[config.mk]
export PLATFORM = sky130hd
export DESIGN_NAME = p08_spi_reg_writer
export DESIGN_NICKNAME = d
export VERILOG_FILES = /design/src/rtl/p08_spi_wr_pkg.sv /design/src/rtl/p08_spi_phase_tick.sv /design/src/rtl/p08_spi_reg_writer.sv
export SDC_FILE = /design/constraint.sdc
export NUM_CORES = 1
export LEC_CHECK = 0
export ABC_AREA = 1
export CORE_MARGIN = 4
export CORE_UTILIZATION = 61
export CTS_BUF_LIST = sky130_fd_sc_hd__clkbuf_16
export DETAILED_ROUTE_END_ITERATION = 16
export GPL_TIMING_DRIVEN = 0
export PLACE_DENSITY = 0.86
export SLEW_MARGIN = 0
export SYNTH_ARGS = -nofsm -noshare
export SYNTH_HDL_FRONTEND = slang
export SYNTH_SLANG_ARGS = --single-unit
[constraint.sdc]
create_clock -name i_clk -period 5.7 [get_ports i_clk]
set_input_delay 0.57 -clock i_clk [delete_from_list [all_inputs] [get_ports i_clk]]
set_output_delay 0.57 -clock i_clk [all_outputs]
set_load 0.05 [all_outputs]
[src/rtl/p08_spi_wr_pkg.sv]
`default_nettype none
// ============================================================================
// Module  : p08_spi_wr_pkg
// Brief   : Shared types and constants for the SPI register-write initiator.
// Revision: 1.0
// ============================================================================
package p08_spi_wr_pkg;

    localparam int CMD_W_DEF  = 4;
    localparam int DATA_W_DEF = 24;

    typedef enum logic [2:0] {
        IDLE = 3'd0,
        LO   = 3'd1,
        HI   = 3'd2,
        HOLD = 3'd3,
        GAP  = 3'd4
    } state_t;

    // raybox-zero general-register command codes
    localparam logic [CMD_W_DEF-1:0] c_CMD_SKY     = 4'd0;
    localparam logic [CMD_W_DEF-1:0] c_CMD_FLOOR   = 4'd1;
    localparam logic [CMD_W_DEF-1:0] c_CMD_LEAK    = 4'd2;
    localparam logic [CMD_W_DEF-1:0] c_CMD_OTHER   = 4'd3;
    localparam logic [CMD_W_DEF-1:0] c_CMD_VSHIFT  = 4'd4;
    localparam logic [CMD_W_DEF-1:0] c_CMD_VINF    = 4'd5;
    localparam logic [CMD_W_DEF-1:0] c_CMD_MAPD    = 4'd6;
    localparam logic [CMD_W_DEF-1:0] c_CMD_TEXADD0 = 4'd7;
    localparam logic [CMD_W_DEF-1:0] c_CMD_TEXADD1 = 4'd8;
    localparam logic [CMD_W_DEF-1:0] c_CMD_TEXADD2 = 4'd9;
    localparam logic [CMD_W_DEF-1:0] c_CMD_TEXADD3 = 4'd10;

endpackage
`default_nettype wire

[src/rtl/p08_spi_phase_tick.sv]
`default_nettype none
// ============================================================================
// Module  : p08_spi_phase_tick
// Brief   : CLK_DIV-cycle phase counter with terminal and pre-terminal pulses.
// Revision: 1.0
// ============================================================================
module p08_spi_phase_tick #(
    parameter int CLK_DIV = 4
) (
    input  logic i_clk,
    input  logic i_reset,
    input  logic i_clear,
    output logic o_tick,
    output logic o_near
);

    localparam int c_CNT_W = (CLK_DIV > 1) ? $clog2(CLK_DIV) : 1;

    logic [c_CNT_W-1:0] r_cnt;

    always_ff @(posedge i_clk) begin
        if (i_reset || i_clear) begin
            r_cnt <= '0;
        end else if (o_tick) begin
            r_cnt <= '0;
        end else begin
            r_cnt <= r_cnt + 1'b1;
        end
    end

    assign o_tick = (r_cnt == c_CNT_W'(CLK_DIV - 1));
    // o_near lets the owner register an output that must coincide with o_tick
    assign o_near = (r_cnt == c_CNT_W'(CLK_DIV - 2));

endmodule
`default_nettype wire

[src/rtl/p08_spi_reg_writer.sv]
`default_nettype none
// ============================================================================
// Module  : p08_spi_reg_writer
// Brief   : SPI mode-0 initiator serialising {cmd, payload} register writes.
//           Optional 2-entry request FIFO: define P08_SPI_WR_QUEUE_EN.
// Revision: 1.0
// ============================================================================
module p08_spi_reg_writer
    import p08_spi_wr_pkg::*;
#(
    parameter int CMD_W   = CMD_W_DEF,
    parameter int DATA_W  = DATA_W_DEF,
    parameter int LEN_W   = 5,
    parameter int CLK_DIV = 4
) (
    input  logic              i_clk,
    input  logic              i_reset,
    input  logic              i_valid,
    output logic              o_ready,
    input  logic [CMD_W-1:0]  i_cmd,
    input  logic [DATA_W-1:0] i_data,
    input  logic [LEN_W-1:0]  i_len,
    output logic              o_csb,
    output logic              o_sclk,
    output logic              o_mosi,
    output logic              o_busy,
    output logic              o_done
);

    localparam int c_SR_W  = CMD_W + DATA_W;
    localparam int c_BIT_W = $clog2(c_SR_W + 1);

    state_t              r_state;
    logic [c_SR_W-1:0]   r_sr;
    logic [c_BIT_W-1:0]  r_bits;
    logic                r_csb;
    logic                r_sclk;
    logic                r_mosi;
    logic                r_busy;
    logic                r_done;
    logic                r_idle;

    logic [CMD_W-1:0]    w_src_cmd;
    logic [DATA_W-1:0]   w_src_data;
    logic [LEN_W-1:0]    w_src_len;
    logic                w_avail;
    logic                w_take;
    logic                w_tick;
    logic                w_near;

`ifdef P08_SPI_WR_QUEUE_EN
    logic [CMD_W-1:0]    r_q_cmd  [2];
    logic [DATA_W-1:0]   r_q_data [2];
    logic [LEN_W-1:0]    r_q_len  [2];
    logic [1:0]          r_q_count;
    logic                r_q_rd;
    logic                r_q_wr;
    logic                w_push;

    assign o_ready = (r_q_count != 2'd2);
    assign w_push  = i_valid && o_ready;

    always_ff @(posedge i_clk) begin
        if (i_reset) begin
            r_q_count <= 2'd0;
            r_q_rd    <= 1'b0;
            r_q_wr    <= 1'b0;
        end else begin
            if (w_push) begin
                r_q_cmd[r_q_wr]  <= i_cmd;
                r_q_data[r_q_wr] <= i_data;
                r_q_len[r_q_wr]  <= i_len;
                r_q_wr           <= ~r_q_wr;
            end
            if (w_take) begin
                r_q_rd <= ~r_q_rd;
            end
            case ({w_push, w_take})
                2'b10:   r_q_count <= r_q_count + 2'd1;
                2'b01:   r_q_count <= r_q_count - 2'd1;
                default: r_q_count <= r_q_count;
            endcase
        end
    end

    assign w_src_cmd  = r_q_cmd[r_q_rd];
    assign w_src_data = r_q_data[r_q_rd];
    assign w_src_len  = r_q_len[r_q_rd];
    assign w_avail    = (r_q_count != 2'd0);
`else
    assign o_ready    = r_idle;
    assign w_src_cmd  = i_cmd;
    assign w_src_data = i_data;
    assign w_src_len  = i_len;
    assign w_avail    = i_valid && r_idle;
`endif

    // A frame starts from IDLE, or back-to-back straight out of GAP when queued
    assign w_take = w_avail && (r_idle || ((r_state == GAP) && w_tick));

    logic [LEN_W-1:0]   w_len_c;
    logic [c_BIT_W-1:0] w_n;
    logic [c_BIT_W-1:0] w_shamt;
    logic [c_SR_W-1:0]  w_load;

    assign w_len_c = (w_src_len > LEN_W'(DATA_W)) ? LEN_W'(DATA_W) : w_src_len;
    assign w_n     = c_BIT_W'(CMD_W) + c_BIT_W'(w_len_c);
    assign w_shamt = c_BIT_W'(DATA_W) - c_BIT_W'(w_len_c);
    assign w_load  = {w_src_cmd, w_src_data << w_shamt};

    p08_spi_phase_tick #(
        .CLK_DIV (CLK_DIV)
    ) u_tick (
        .i_clk   (i_clk),
        .i_reset (i_reset),
        .i_clear (r_idle),
        .o_tick  (w_tick),
        .o_near  (w_near)
    );

    always_ff @(posedge i_clk) begin
        if (i_reset) begin
            r_state <= IDLE;
            r_sr    <= '0;
            r_bits  <= '0;
            r_csb   <= 1'b1;
            r_sclk  <= 1'b0;
            r_mosi  <= 1'b0;
            r_busy  <= 1'b0;
            r_done  <= 1'b0;
            r_idle  <= 1'b1;
        end else begin
            r_done <= 1'b0;
            if (w_take) begin
                r_state <= LO;
                r_sr    <= w_load;
                r_bits  <= w_n;
                r_csb   <= 1'b0;
                r_sclk  <= 1'b0;
                r_mosi  <= w_load[c_SR_W-1];
                r_busy  <= 1'b1;
                r_idle  <= 1'b0;
            end else begin
                case (r_state)
                    IDLE: begin
                    end
                    LO: begin
                        if (w_tick) begin
                            r_state <= HI;
                            r_sclk  <= 1'b1;
                        end
                    end
                    HI: begin
                        if (w_tick) begin
                            r_sclk <= 1'b0;
                            if (r_bits > c_BIT_W'(1)) begin
                                r_sr    <= r_sr << 1;
                                r_bits  <= r_bits - 1'b1;
                                r_mosi  <= r_sr[c_SR_W-2];
                                r_state <= LO;
                            end else begin
                                r_bits  <= '0;
                                r_mosi  <= 1'b0;
                                r_state <= HOLD;
                            end
                        end
                    end
                    HOLD: begin
                        if (w_tick) begin
                            r_state <= GAP;
                            r_csb   <= 1'b1;
                        end
                    end
                    GAP: begin
                        if (w_near) begin
                            r_done <= 1'b1;
                        end
                        if (w_tick) begin
                            r_state <= IDLE;
                            r_busy  <= 1'b0;
                            r_idle  <= 1'b1;
                        end
                    end
                    default: begin
                        r_state <= IDLE;
                        r_csb   <= 1'b1;
                        r_sclk  <= 1'b0;
                        r_mosi  <= 1'b0;
                        r_busy  <= 1'b0;
                        r_idle  <= 1'b1;
                    end
                endcase
            end
        end
    end

    assign o_csb  = r_csb;
    assign o_sclk = r_sclk;
    assign o_mosi = r_mosi;
    assign o_busy = r_busy;
    assign o_done = r_done;

endmodule
`default_nettype wire
==> impl_metrics.sql <==
INSERT INTO impl_metrics (metric_group, metric, value, unit) VALUES
('die', 'top_level_ports', '42', ''),
('synth', 'synth_seq_area_share', '24.59', '%'),
('global_routing', 'gr-total-overflow', '0', ''),
('setup_path', 'end_kind', 'register', ''),
('power', 'seqPwrFrac', '34.4', '%'),
('cts', 'tritoncts_num_sinks', '43', ''),
('die', 'std_cell_rows', '27', ''),
('route', 'detailedRoute.firstIterationViolations', '291', ''),
('cts', 'cts_hold_repair.buffers', '0', ''),
('hold_path', 'hold_path_depth', '1', ''),
('global_routing', 'globalRouteTotalUtil', '28.50', '%'),
('route', 'antenna_violating_nets_left', '0', ''),
('setup_path', 'setup.reg_to_reg.worst_slack', '3660', 'ps'),
('setup_path', 'cp_slowest_cell', 'sky130_fd_sc_hd__clkdlybuf4s50_1', ''),
('layout', 'syn_to_final_growth', '17.83', '%'),
('die', 'die_height', '83.76', 'um'),
('sta', 'fin_crit_sh', '56.01', '%'),
('route', 'detailroute.via_count', '3993', ''),
('sta', 'final.setup_skew', '4.894', 'ps'),
('layout', 'drive_gt1_share', '11.68', '%'),
('route', 'detail_route.drc_violations', '0', ''),
('setup_path', 'timing.critical_path.cells', 'clkdlybuf4s50_1, nand2_2, buf_6, buf_2, nand2_1, ha_1, clkbuf_1, buf_2, nand3_1, nand3_1, nand3_1, a21oi_1, nand2_1, a21oi_2', ''),
('synth', 'post_synth.cell_area_avg', '6.435', 'sq um'),
('setup_path', 'crit-reg2reg-launch', 'r_bits[2]$_SDFFE_PP0P_', ''),
('hold_path', 'min-delay-path-class', 'reg -> reg', ''),
('placement', 'place_congestion', '0.9830', ''),
('cts', 'cts.path.max_buffers', '2', ''),
('layout', 'final_design_area_no_fill', '0.004125', 'sq mm'),
('route', 'first_pass_iters', '6', ''),
('hold_path', 'hold_path.startpoint', 'u_tick.r_cnt[0]$_SDFF_PP0_', ''),
('setup_path', 'timing.critical_path.from_type', 'primary input', ''),
('sta', 'drv_slew', '0', ''),
('route', 'viasPerCell', '6.023', ''),
('synth', 'synth-seq-cells', '43', ''),
('layout', 'area_used_by_multi_input_combinational_logic', '0.002228', 'sq mm'),
('route', 'postRouteWirelength', '9947', 'um'),
('placement', 'detailed_place.area', '0.003991', 'sq mm'),
('synth', 'netlist-cell-type-count', '40', ''),
('setup_path', 'largest_stage_delay_worst_path', '550', 'ps'),
('sta', 'timing.max_slew.rel_slack', '66.52', '%'),
('synth', 'yosys_warnings', '0', ''),
('cts', 'cts-htree-levels', '2', ''),
('cts', 'clock_tree.root_cell', 'sky130_fd_sc_hd__clkbuf_16', ''),
('layout', 'nNetsFinal', '632', ''),
('sta', 'min_clock_period_post_route', '3192', 'ps'),
('cts', 'post_cts_resize_count', '0', ''),
('power', 'fraction_of_power_consumed_by_combinational_cells', '38.8', '%'),
('outcome', 'run_status', 'complete, no violations', ''),
('placement', 'placement.io_buffers', '40', ''),
('global_routing', 'grt_pass1_wl', '16650', 'um'),
('setup_path', 'rr_worst_depth', '9', ''),
('layout', 'post-route-util', '74.46', '%'),
('cts', 'clk_pin_slew_worst_paths', '60', 'ps'),
('die', 'initial_core_util', '63.19', '%'),
('synth', 'postSynth.topFlopCell', 'sky130_fd_sc_hd__dfxtp_1', ''),
('sta', 'fin_ws', '2508', 'ps'),
('placement', 'post-dp-hpwl', '7703', 'um'),
('setup_path', 'timing_worst_setup_path_type', 'in -> reg', ''),
('synth', 'synth_enable_flop_cells', '0', ''),
('die', 'die-area', '0.007015', 'sq mm'),
('sta', 'timing_hold_violations_final', '0', ''),
('cts', 'post-cts-setup-buffers', '0', ''),
('power', 'power.share.switching', '37.68', '%'),
('setup_path', 'worst_path_most_repeated_cell', 'sky130_fd_sc_hd__nand3_1', ''),
('synth', 'async_flop_share', '0', '%'),
('layout', 'insertedDiodeCount', '0', ''),
('sta', 'achievable_clock_frequency', '313.3', 'MHz'),
('power', 'cellPowerDensity', '245.8', 'mW/mm^2'),
('power', 'vdd_ir_drop_max', '226.0', 'uV'),
('global_routing', 'number_of_antenna_violations_at_the_first_check_in_global_routing', '0', ''),
('job', 'drv_cap', '0', '');
## per-stage QoR
stage	std cells	power (mW)	hold slack (ps)
after floorplan	544	0.6330	417.3
after global placement	656	0.7282	429.8
final	663	1.014	440.0
after CTS	663	1.006	446.8
after global routing	663	1.075	472.7
after detailed placement	656	0.7371	439.0
## critical path: cells and delay by family
kind	cells	cell delay (ps)
simple gates	6	840
compound gates	2	240
fa+ha+maj	1	270
buf+inv	5	1490
## worst max-delay path by stage
stage | to | startpoint
5_1_grt | r_sr[19]$_SDFFE_PP0P_ | i_len[4]
2_1_floorplan | r_sr[19]$_SDFFE_PP0P_ | i_len[3]
6_report | r_sr[23]$_SDFFE_PP0P_ | i_len[4]
3_3_place_gp | r_sr[23]$_SDFFE_PP0P_ | i_len[4]
3_5_place_dp | r_sr[19]$_SDFFE_PP0P_ | i_len[4]
4_1_cts | r_sr[19]$_SDFFE_PP0P_ | i_len[4]
## state kept, by name (all words and copies together) (netlist names), 2 cells and up
| signal | count |
|---|---|
| r_state | 3 |
| r_sr | 27 |
| r_bits | 5 |
| u_tick.r_cnt | 2 |
## power groups by stage
stage	Sequential, mW	Combinational (mW)	Clock [mW]
floorplan	0.360	0.273	0
finish	0.349	0.393	0.271
global route	0.353	0.435	0.287
global placement	0.353	0.375	0
CTS	0.349	0.385	0.272
detailed placement	0.355	0.382	0
## cells by family (layout without fill, tap and decap cells)
family	count (synthesis)	in the layout	share of synthesized area (%)
AND/OR/NAND/NOR	281	281	40.42
AO/OA/AOI/OAI	124	124	20.16
buffers and inverters	88	135	11.76
flip-flops	43	43	24.59
adder cells (fa/ha/maj)	5	5	1.787
XOR/XNOR	3	3	1.287
## Yosys cell counts (2+ instances only)
cell type | instances | area [sq um]
sky130_fd_sc_hd__buf_4 | 3 | 22.52
sky130_fd_sc_hd__o311ai_0 | 2 | 17.52
sky130_fd_sc_hd__nand2_2 | 4 | 25.02
sky130_fd_sc_hd__nor2_4 | 2 | 22.52
sky130_fd_sc_hd__o21ai_0 | 35 | 175.2
sky130_fd_sc_hd__a31oi_1 | 7 | 43.79
sky130_fd_sc_hd__ha_1 | 5 | 62.56
sky130_fd_sc_hd__nand3_4 | 4 | 70.07
sky130_fd_sc_hd__clkbuf_1 | 13 | 48.80
sky130_fd_sc_hd__or2_2 | 2 | 12.51
sky130_fd_sc_hd__a21oi_1 | 57 | 285.3
sky130_fd_sc_hd__o211ai_1 | 9 | 67.56
sky130_fd_sc_hd__nand2_1 | 108 | 405.4
sky130_fd_sc_hd__nor3_1 | 2 | 10.01
sky130_fd_sc_hd__o21ai_1 | 2 | 10.01
sky130_fd_sc_hd__inv_2 | 3 | 11.26
sky130_fd_sc_hd__inv_1 | 47 | 176.4
sky130_fd_sc_hd__nor2_1 | 18 | 67.56
sky130_fd_sc_hd__nand3_1 | 119 | 595.6
sky130_fd_sc_hd__nand3_2 | 13 | 130.1
sky130_fd_sc_hd__a21oi_2 | 6 | 52.55
sky130_fd_sc_hd__dfxtp_1 | 43 | 860.8
sky130_fd_sc_hd__nand4_1 | 6 | 37.54
sky130_fd_sc_hd__buf_8 | 3 | 45.04
sky130_fd_sc_hd__buf_6 | 2 | 22.52
sky130_fd_sc_hd__buf_2 | 15 | 75.07
## routing by layer
| layer | routed length, um | track usage, % |
|---|---|---|
| met5 | 0 | 0 |
| met4 | 295 | 10.82 |
| met3 | 790 | 6.318 |
| met2 | 4485 | 43.75 |
| met1 | 4376 | 38.92 |
## layout make-up
cell class              instances  area share (%)
plain buffers                  37           5.278
clock buffers                   5           3.033
clock inverters                 2          0.2123
inverters                      51           4.701
multi-input cells             413           54.02
flip-flops and latches         43           20.87
well taps                      72           2.184
repair buffers                 40           9.706
No activity file was read; power rests on OpenSTA's default activity.
